$ cat config.mk
export PLATFORM = sky130hd
export DESIGN_NAME = nibble_add_sched_flat
export DESIGN_NICKNAME = d
export VERILOG_FILES = /design/src/rtl/nibble_add_sched_if.sv /design/src/rtl/nibble_add_sched.sv /design/src/flat_wrapper.sv
export SDC_FILE = /design/constraint.sdc
export NUM_CORES = 1
export LEC_CHECK = 0
export ABC_AREA = 1
export CORE_MARGIN = 4
export CORE_UTILIZATION = 40
export CTS_CLUSTER_DIAMETER = 200
export DETAILED_ROUTE_END_ITERATION = 12
export GPL_ROUTABILITY_DRIVEN = 0
export PLACE_DENSITY = 0.8
export SYNTH_ARGS = -nofsm -noshare
export SYNTH_HDL_FRONTEND = slang
export SYNTH_SLANG_ARGS = --single-unit
$ cat constraint.sdc
create_clock -name clk -period 2.9 [get_ports clk]
set_clock_uncertainty 0.1 [all_clocks]
set_input_delay 0.58 -clock clk [delete_from_list [all_inputs] [get_ports clk]]
set_output_delay 0.58 -clock clk [all_outputs]
set_load 0.01 [all_outputs]
$ cat src/rtl/nibble_add_sched_if.sv
// Request/result bundle for nibble_add_sched: two add requesters, one result consumer.
interface nibble_add_sched_if #(
  parameter int NIBBLES = 4
);
  localparam int W = 4 * NIBBLES;

  logic         req0_valid;
  logic         req0_ready;
  logic [W-1:0] req0_a;
  logic [W-1:0] req0_b;
  logic         req0_cin;
  logic         req1_valid;
  logic         req1_ready;
  logic [W-1:0] req1_a;
  logic [W-1:0] req1_b;
  logic         req1_cin;
  logic         res_valid;
  logic         res_ready;
  logic [W-1:0] res_sum;
  logic         res_cout;
  logic         res_id;
  logic         busy;

  modport master (
    output req0_valid, req0_a, req0_b, req0_cin,
    output req1_valid, req1_a, req1_b, req1_cin,
    output res_ready,
    input  req0_ready, req1_ready, res_valid, res_sum, res_cout, res_id, busy
  );

  modport slave (
    input  req0_valid, req0_a, req0_b, req0_cin,
    input  req1_valid, req1_a, req1_b, req1_cin,
    input  res_ready,
    output req0_ready, req1_ready, res_valid, res_sum, res_cout, res_id, busy
  );
endinterface

$ cat src/rtl/nibble_add_sched.sv
// Two-requester adder that ripples one nibble per cycle through a single shared
// 4-bit adder, with round-robin arbitration and a held result handshake.
module fulladd4 (
  output logic [3:0] sum,
  output logic       cout,
  input  logic [3:0] a,
  input  logic [3:0] b,
  input  logic       cin
);
  assign {cout, sum} = {1'b0, a} + {1'b0, b} + {4'b0000, cin};
endmodule

// state | meaning
// IDLE  | waiting for a request; ready offered to the granted requester
// CALC  | one nibble per cycle, LSB first, carry held in carry_q
// DONE  | result presented until the consumer takes it
module nibble_add_sched #(
  parameter int NIBBLES = 4
) (
  input  logic              clk,
  input  logic              rst_n,
  nibble_add_sched_if.slave bus
);
  localparam int W  = 4 * NIBBLES;
  localparam int IW = (NIBBLES > 1) ? $clog2(NIBBLES) : 1;

  typedef enum logic [1:0] {IDLE, CALC, DONE} state_t;

  state_t          state_q, state_d;
  logic [W-1:0]    a_q, a_d;
  logic [W-1:0]    b_q, b_d;
  logic [W-1:0]    sum_q, sum_d;
  logic            carry_q, carry_d;
  logic [IW-1:0]   idx_q, idx_d;
  logic            id_q, id_d;
  logic            last_grant_q, last_grant_d;

  logic            grant;
  logic            any_valid;
  logic [3:0]      fa_a, fa_b, fa_sum;
  logic            fa_cout;

  assign any_valid = bus.req0_valid | bus.req1_valid;
  // On a tie the requester that did not win last time goes next.
  assign grant = (bus.req0_valid && bus.req1_valid) ? ~last_grant_q : bus.req1_valid;

  assign fa_a = a_q[{idx_q, 2'b00} +: 4];
  assign fa_b = b_q[{idx_q, 2'b00} +: 4];

  fulladd4 u_fa (
    .sum  (fa_sum),
    .cout (fa_cout),
    .a    (fa_a),
    .b    (fa_b),
    .cin  (carry_q)
  );

  always_comb begin
    state_d      = state_q;
    a_d          = a_q;
    b_d          = b_q;
    sum_d        = sum_q;
    carry_d      = carry_q;
    idx_d        = idx_q;
    id_d         = id_q;
    last_grant_d = last_grant_q;
    case (state_q)
      IDLE: begin
        if (any_valid) begin
          a_d          = grant ? bus.req1_a : bus.req0_a;
          b_d          = grant ? bus.req1_b : bus.req0_b;
          carry_d      = grant ? bus.req1_cin : bus.req0_cin;
          id_d         = grant;
          last_grant_d = grant;
          idx_d        = '0;
          sum_d        = '0;
          state_d      = CALC;
        end
      end
      CALC: begin
        sum_d[{idx_q, 2'b00} +: 4] = fa_sum;
        carry_d = fa_cout;
        idx_d   = idx_q + IW'(1);
        if (idx_q == IW'(NIBBLES - 1)) state_d = DONE;
      end
      DONE: begin
        if (bus.res_ready) state_d = IDLE;
      end
      default: state_d = IDLE;
    endcase
  end

  always_ff @(posedge clk or negedge rst_n) begin
    if (!rst_n) begin
      state_q      <= IDLE;
      a_q          <= '0;
      b_q          <= '0;
      sum_q        <= '0;
      carry_q      <= 1'b0;
      idx_q        <= '0;
      id_q         <= 1'b0;
      last_grant_q <= 1'b1;
    end else begin
      state_q      <= state_d;
      a_q          <= a_d;
      b_q          <= b_d;
      sum_q        <= sum_d;
      carry_q      <= carry_d;
      idx_q        <= idx_d;
      id_q         <= id_d;
      last_grant_q <= last_grant_d;
    end
  end

  // Ready is gated by rst_n so nothing is offered while reset is held.
  assign bus.req0_ready = rst_n && (state_q == IDLE) && !grant;
  assign bus.req1_ready = rst_n && (state_q == IDLE) &&  grant;
  assign bus.res_valid  = (state_q == DONE);
  assign bus.res_sum    = sum_q;
  assign bus.res_cout   = carry_q;
  assign bus.res_id     = id_q;
  assign bus.busy       = (state_q != IDLE);
endmodule

$ cat src/flat_wrapper.sv
// flat-port wrapper written by rule: the top's interface ports become plain ports
module nibble_add_sched_flat 
#(
  parameter int NIBBLES = 4
)
  (clk, rst_n, bus_req0_valid, bus_req0_a, bus_req0_b, bus_req0_cin, bus_req1_valid, bus_req1_a, bus_req1_b, bus_req1_cin, bus_res_ready, bus_req0_ready, bus_req1_ready, bus_res_valid, bus_res_sum, bus_res_cout, bus_res_id, bus_busy);
  nibble_add_sched_if #(.NIBBLES(NIBBLES)) bus_i ();
  input  logic clk;
  input  logic rst_n;
  input wire logic [$bits(bus_i.req0_valid)-1:0] bus_req0_valid;
  input wire logic [$bits(bus_i.req0_a)-1:0] bus_req0_a;
  input wire logic [$bits(bus_i.req0_b)-1:0] bus_req0_b;
  input wire logic [$bits(bus_i.req0_cin)-1:0] bus_req0_cin;
  input wire logic [$bits(bus_i.req1_valid)-1:0] bus_req1_valid;
  input wire logic [$bits(bus_i.req1_a)-1:0] bus_req1_a;
  input wire logic [$bits(bus_i.req1_b)-1:0] bus_req1_b;
  input wire logic [$bits(bus_i.req1_cin)-1:0] bus_req1_cin;
  input wire logic [$bits(bus_i.res_ready)-1:0] bus_res_ready;
  output wire logic [$bits(bus_i.req0_ready)-1:0] bus_req0_ready;
  output wire logic [$bits(bus_i.req1_ready)-1:0] bus_req1_ready;
  output wire logic [$bits(bus_i.res_valid)-1:0] bus_res_valid;
  output wire logic [$bits(bus_i.res_sum)-1:0] bus_res_sum;
  output wire logic [$bits(bus_i.res_cout)-1:0] bus_res_cout;
  output wire logic [$bits(bus_i.res_id)-1:0] bus_res_id;
  output wire logic [$bits(bus_i.busy)-1:0] bus_busy;
  assign bus_i.req0_valid = bus_req0_valid;
  assign bus_i.req0_a = bus_req0_a;
  assign bus_i.req0_b = bus_req0_b;
  assign bus_i.req0_cin = bus_req0_cin;
  assign bus_i.req1_valid = bus_req1_valid;
  assign bus_i.req1_a = bus_req1_a;
  assign bus_i.req1_b = bus_req1_b;
  assign bus_i.req1_cin = bus_req1_cin;
  assign bus_i.res_ready = bus_res_ready;
  assign bus_req0_ready = bus_i.req0_ready;
  assign bus_req1_ready = bus_i.req1_ready;
  assign bus_res_valid = bus_i.res_valid;
  assign bus_res_sum = bus_i.res_sum;
  assign bus_res_cout = bus_i.res_cout;
  assign bus_res_id = bus_i.res_id;
  assign bus_busy = bus_i.busy;
  nibble_add_sched #(.NIBBLES(NIBBLES)) u_core (.clk(clk), .rst_n(rst_n), .bus(bus_i));
endmodule
==> Word level (Yosys, flattened, before mapping) <==
Index checks and enable logic that the tools add are counted.
Widths: inputs -> output; s select.
{ "classes": {"reduce_logical": 11, "mux": 15, "bitwise_logic": 2, "n_shift": 4, "add_sub_neg": 4, "n_eq_ne": 6} }
{ "ops": {"columns": ["operator", "count"], "rows": [
  ["$mux 16", 3],
  ["$pmux 16 s2", 1],
  ["$shiftx 16x5->4", 2],
  ["$bwmux 16", 1],
  ["$shift 4x6->16 const A", 1],
  ["$shiftx 4x6->16", 1],
  ["$mux 2", 4],
  ["$neg 4->6", 1],
  ["$pmux 2 s3", 1],
  ["$add 4x4->5", 1],
  ["$add 5x1->5", 1],
  ["$eq 2x2->1 const B", 2],
  ["$logic_and 1x1->1", 4],
  ["$ne 2x1->1 const B", 2],
  ["$pmux 2 s2", 1],
  ["$reduce_and 2->1", 2],
  ["$reduce_bool 2->1", 2],
  ["$mux 1", 3],
  ["$reduce_and 3->1", 1],
  ["$add 2x1->2 const B", 1],
  ["$eq 2x1->1 const B", 1],
  ["$logic_not 2->1", 1],
  ["$ne 2x2->1 const B", 1],
  ["$pmux 1 s2", 1],
  ["other kinds (3)", 3]
]} }
{ "totals": {"word_cells": 50, "reg_bits": 55} }

==> Longest topological paths before layout <==
{ "logic_depth": {"depth_word": 6, "mapped_depth": 11} }

==> Modules after synthesis <==
Synthesis repeated with hierarchy kept, for this count alone.
{ "hier_totals": {"hier_cells": 440, "hier_area_um2": 3188.1} }
{ "modules_own_cells": {"columns": ["module", "instances", "cells_each", "area_each_um2"], "rows": [
  ["nibble_add_sched", 1, 415, 3022.9],
  ["fulladd4", 1, 25, 165.2]
]} }

==> Least setup slack after synthesis <==
Ideal clock, no wire load.
{ "synth_timing": {"kind": "register to register", "start": "register u_core.idx_q[0]", "end": "register u_core.sum_q[6] (netlist: u_core.bus.res_sum[6])", "n_path_buf": 1, "t_arrival_ps": 2186, "slack_ps": 532, "synth_period_minus_slack_ps": 2368, "path_stages_with_launch": 11, "setup_ps": 83, "cell_sequence": "dfrtp_1 > inv_1 > buf_2 > nor2_1 > o22ai_1 > fa_1 > fa_1 > xnor2_1 > nor2_1 > nand2_1 > o21ai_0"} }
{ "synth_via": {"elab_chain_cells": 6} }
{ "synth_rtl": {"columns": ["element", "line_no", "rtl"], "rows": [
  ["from (decl)", "nibble_add_sched.sv:34", "logic [IW-1:0] idx_q, idx_d;"],
  ["from (signal assigned)", "nibble_add_sched.sv:109", "idx_q <= idx_d;"],
  ["$shiftx 16x5->4, on equally long branches", "nibble_add_sched.sv:47, nibble_add_sched.sv:48", null],
  ["$add 4x4->5", "nibble_add_sched.sv:10", "assign {cout, sum} = {1'b0, a} + {1'b0, b} + {4'b0000, cin};"],
  ["$add 5x1->5", "nibble_add_sched.sv:10", null],
  ["$shiftx 4x6->16", "nibble_add_sched.sv:81", "sum_d[{idx_q, 2'b00} +: 4] = fa_sum;"],
  ["$bwmux 16 *", "nibble_add_sched.sv:81", null],
  ["$pmux 16 s2 *", "nibble_add_sched.sv:67", "case (state_q)"],
  ["to (signal assigned)", "nibble_add_sched.sv:107", "sum_q <= sum_d;"],
  ["to (decl)", "nibble_add_sched.sv:32", "logic [W-1:0] sum_q, sum_d;"]
]} }
Mark *: on every way between the ends. The rest lies on a longest branch, timed or not.
A chain may end at the register's enable or synchronous reset.

==> Worst setup path after layout <==
{ "layout_timing": {"start": "input bus_req0_valid", "end": "output bus_req0_ready"} }
{ "layout_via": {"elab_chain_cells": 4} }
{ "layout_rtl": {"columns": ["element", "line_no", "rtl"], "rows": [
  ["from (decl)", "flat_wrapper.sv:10", "input wire logic [$bits(bus_i.req0_valid)-1:0] bus_req0_valid;"],
  ["$logic_and 1x1->1", "nibble_add_sched.sv:45", "assign grant = (bus.req0_valid && bus.req1_valid) ? ~last_grant_q : bus.req1_valid;"],
  ["$mux 1", "nibble_add_sched.sv:45", null],
  ["$logic_not 1->1", "nibble_add_sched.sv:116", "assign bus.req0_ready = rst_n && (state_q == IDLE) && !grant;"],
  ["$logic_and 1x1->1", "nibble_add_sched.sv:116", null],
  ["to (decl)", "flat_wrapper.sv:19", "output wire logic [$bits(bus_i.req0_ready)-1:0] bus_req0_ready;"]
]} }
No other way between the ends.

==> metrics.csv <==
metric;value;unit
relSlewSlack;56.69;%
synth.avg_cell_area;7.824;sq um
finalCriticalPeriod;2.700;ns
status;finished clean;
rows;30;
syn_area;0.002840;sq mm
dr.pass1.iters;4;
post_cts_resized;0;
drive_above_1_share;5.702;%
cp_top_family;buffers and inverters;
slowest_stage;clkdlybuf4s50_1;
grt_pass1_vias;2874;
worstPathCellList;clkdlybuf4s50_1 -> nand2_1 -> nand2_2 -> inv_2 -> nor3_1 -> clkdlybuf4s50_1;
htreeDepth;2;
vias;2743;
crit_arrival;2.02;ns
fin_area;0.003968;sq mm
synthAdderAreaFrac;4.493;%
die-area;0.008513;sq mm
post-cts-setup-buffers;0;
start_kind;primary input;
synthDistinctLibCells;27;
synth.top_cell.area_share;47.58;%
path_depth;6;
setup_ws;0.2000;ns
rr_worst_depth;9;
hold_viol_final;0;
cts.clk_slew.worst_paths;0.09;ns
hp-class;in -> async;
wirelength;7165;um
die_h;92.27;um
cp.required;2.22;ns
fin_setup_tns;0;ns
start_util;41.58;%
power_density;1052;mW/mm^2
cts.sinks;55;
antenna_found_initial;0;
synth_xor_area_share;0.3084;%
fin_crit_sh;93.10;%
vias_per_cell;4.969;
numCtsBuffers;5;
postCtsHoldBufs;0;
grt_setup_unrepaired;no;
critical_path.max_fanout;5;
max_cap_violations;0;
placed_cell_area;0.003867;sq mm
overflow;0;
crit_start;bus_req0_valid;
syn_to_final_growth;39.69;%
postSynthCellCount;363;
synth_top_family_by_area;compound AO/OA/AOI/OAI gates;
cts_root_buf;clkbuf_8;
worst_setup_path_end_kind;output pin;
cp-endpoint;bus_req0_ready;
dr.first_iter.drc_count;107;
p_leak;1.746;nW
clkLatencyLatePin;0.30;ns
ios;93;
crit_top_cell;clkdlybuf4s50_1;
rr_startpoint;u_core.idx_q[0];
yosysWarningCount;0;
ys_seq_area_share;48.50;%
drv_slew;0;
grt_pass1_wl;12560;um
synthMuxAreaShare;0;%
clock.fmax;0.3704;GHz
dpl.hpwl;5746;um
wl_per_cell;12.98;um
synth_compound_area_share;21.10;%
tightest_slew;0.6497;ns
yosys.area_share.simple;18.81;%
reg2reg_setup_slack;0.29;ns
path_class;in -> out;
track_usage;17.88;%
cp_slowest_stage_delay;0.56;ns
ys_ff_latch;55;
yosysTopAreaCell;dfrtp_1;
io_buffers;92;
cts_tree;done;
synth_nets;443;
fillCellCount;645;
peakVddDrop;0.4171;mV
core;0.006832;sq mm
grt_start_max_net_pins;56;
setup_violations;0;
final_nets;535;
ant_nets;0;
drc;0;
diodes;0;
synth.area.top_cells;dfrtp_1, o21ai_0, nand2_1, o21ai_1, nor2_1;
r2r-end;u_core.bus.res_sum[6];
clk_path_buf_depth;2;
die_w;92.27;um
critPathBufInv;3;
pre_cts_slack;0.1841;ns
[layout by cell type (no fill, tap or decap), drive strengths merged]
master          n
o21ai          99
clkdlybuf4s50  91
nand2          69
nor2           56
dfrtp          54
inv            30
o22ai          12
buf            10
clkbuf          8
ha              7
nand3           6
nor3            3
a21oi           2
nand4           2
fa              2
clkinv          1
xnor2           1
o31ai           1
o211ai          1
dfstp           1
[where the power goes]
part / leakage, nW / switching, mW / internal, mW
logic: 0.999 / 1.43 / 0.957
registers: 0.695 / 0.219 / 1.12
clock network: 0.0515 / 0.230 / 0.218
[layout make-up]
type	count	area (sq um)	share of cell area, %
clock buffer	8	100.1	2.523
timing repair buffer	101	983.4	24.79
tap	96	120.1	3.027
inverter	31	116.4	2.933
sequential	55	1378	34.72
multi-input combinational	261	1270	32.01
[sequential cells by signal, indices dropped and copies added, names as in the netlist]
name,cells
u_core.bus.res_cout,1
u_core.last_grant_q,1
u_core.a_q,16
u_core.bus.res_sum,16
u_core.bus.res_id,1
u_core.state_q,2
u_core.idx_q,2
u_core.b_q,16
[worst reg2reg max path: stages (launching register included)]
cell	delay [ns]
dfrtp_1	0.42
inv_1	0.21
o21ai_0	0.25
o22ai_1	0.12
fa_1	0.47
fa_1	0.43
xnor2_1	0.17
nor2_1	0.15
nand2_1	0.08
o21ai_0	0.14
[worst min-delay path by stage]
stage,cells past startpoint,slack [ns],end,startpoint
after floorplan,0,0.18,u_core.a_q[0],rst_n
after global placement,2,0.36,u_core.last_grant_q,u_core.last_grant_q
after detailed placement,2,0.37,u_core.bus.res_sum[11],u_core.bus.res_sum[11]
after CTS,2,0.32,u_core.b_q[12],rst_n
after global routing,2,0.36,u_core.b_q[12],rst_n
final,2,0.30,u_core.bus.res_id,rst_n
[cell usage after synthesis]
master	number
nor2_1	55
nand4_1	2
a21oi_1	2
ha_1	7
o21ai_0	55
o21ai_1	43
nand2_1	67
dfrtp_1	54
nand2_2	2
clkinv_1	1
nor3_1	3
nand3_1	6
clkbuf_2	2
fa_1	2
buf_1	1
inv_1	26
dfstp_2	1
o211ai_1	1
o22ai_1	12
buf_4	1
xnor2_1	1
inv_2	4
buf_2	8
o21ai_2	1
nor2_2	1
o31ai_1	1
clkbuf_1	4
[cell families after synthesis]
kind of cell    count (synthesis)
flops                          55
fa+ha+maj                       9
xor+xnor                        1
compound gates                115
simple gates                  136
buf+inv                        47
[routing by layer]
metal	up-vias	wire length [um]	global-route usage (%)	part of all wire (%)
li1	1380	-	-	-
met1	1281	3258	23.34	45
met2	73	3439	30.60	48
met3	9	392	3.527	5.5
met4	0	75	4.208	1.0
met5	-	0	0	0
[metrics by stage]
stage,power [mW],hold slack (ns),cells,utilization (%)
finish,4.174,0.3048,552,58.08
global route,4.632,0.3618,552,58.08
floorplan,2.895,0.1844,363,-
detailed placement,3.733,0.3728,544,56.61
global placement,3.616,0.3627,544,56.61
CTS,4.186,0.3242,552,58.08
Note: power is estimated with default switching activity, not from simulation.
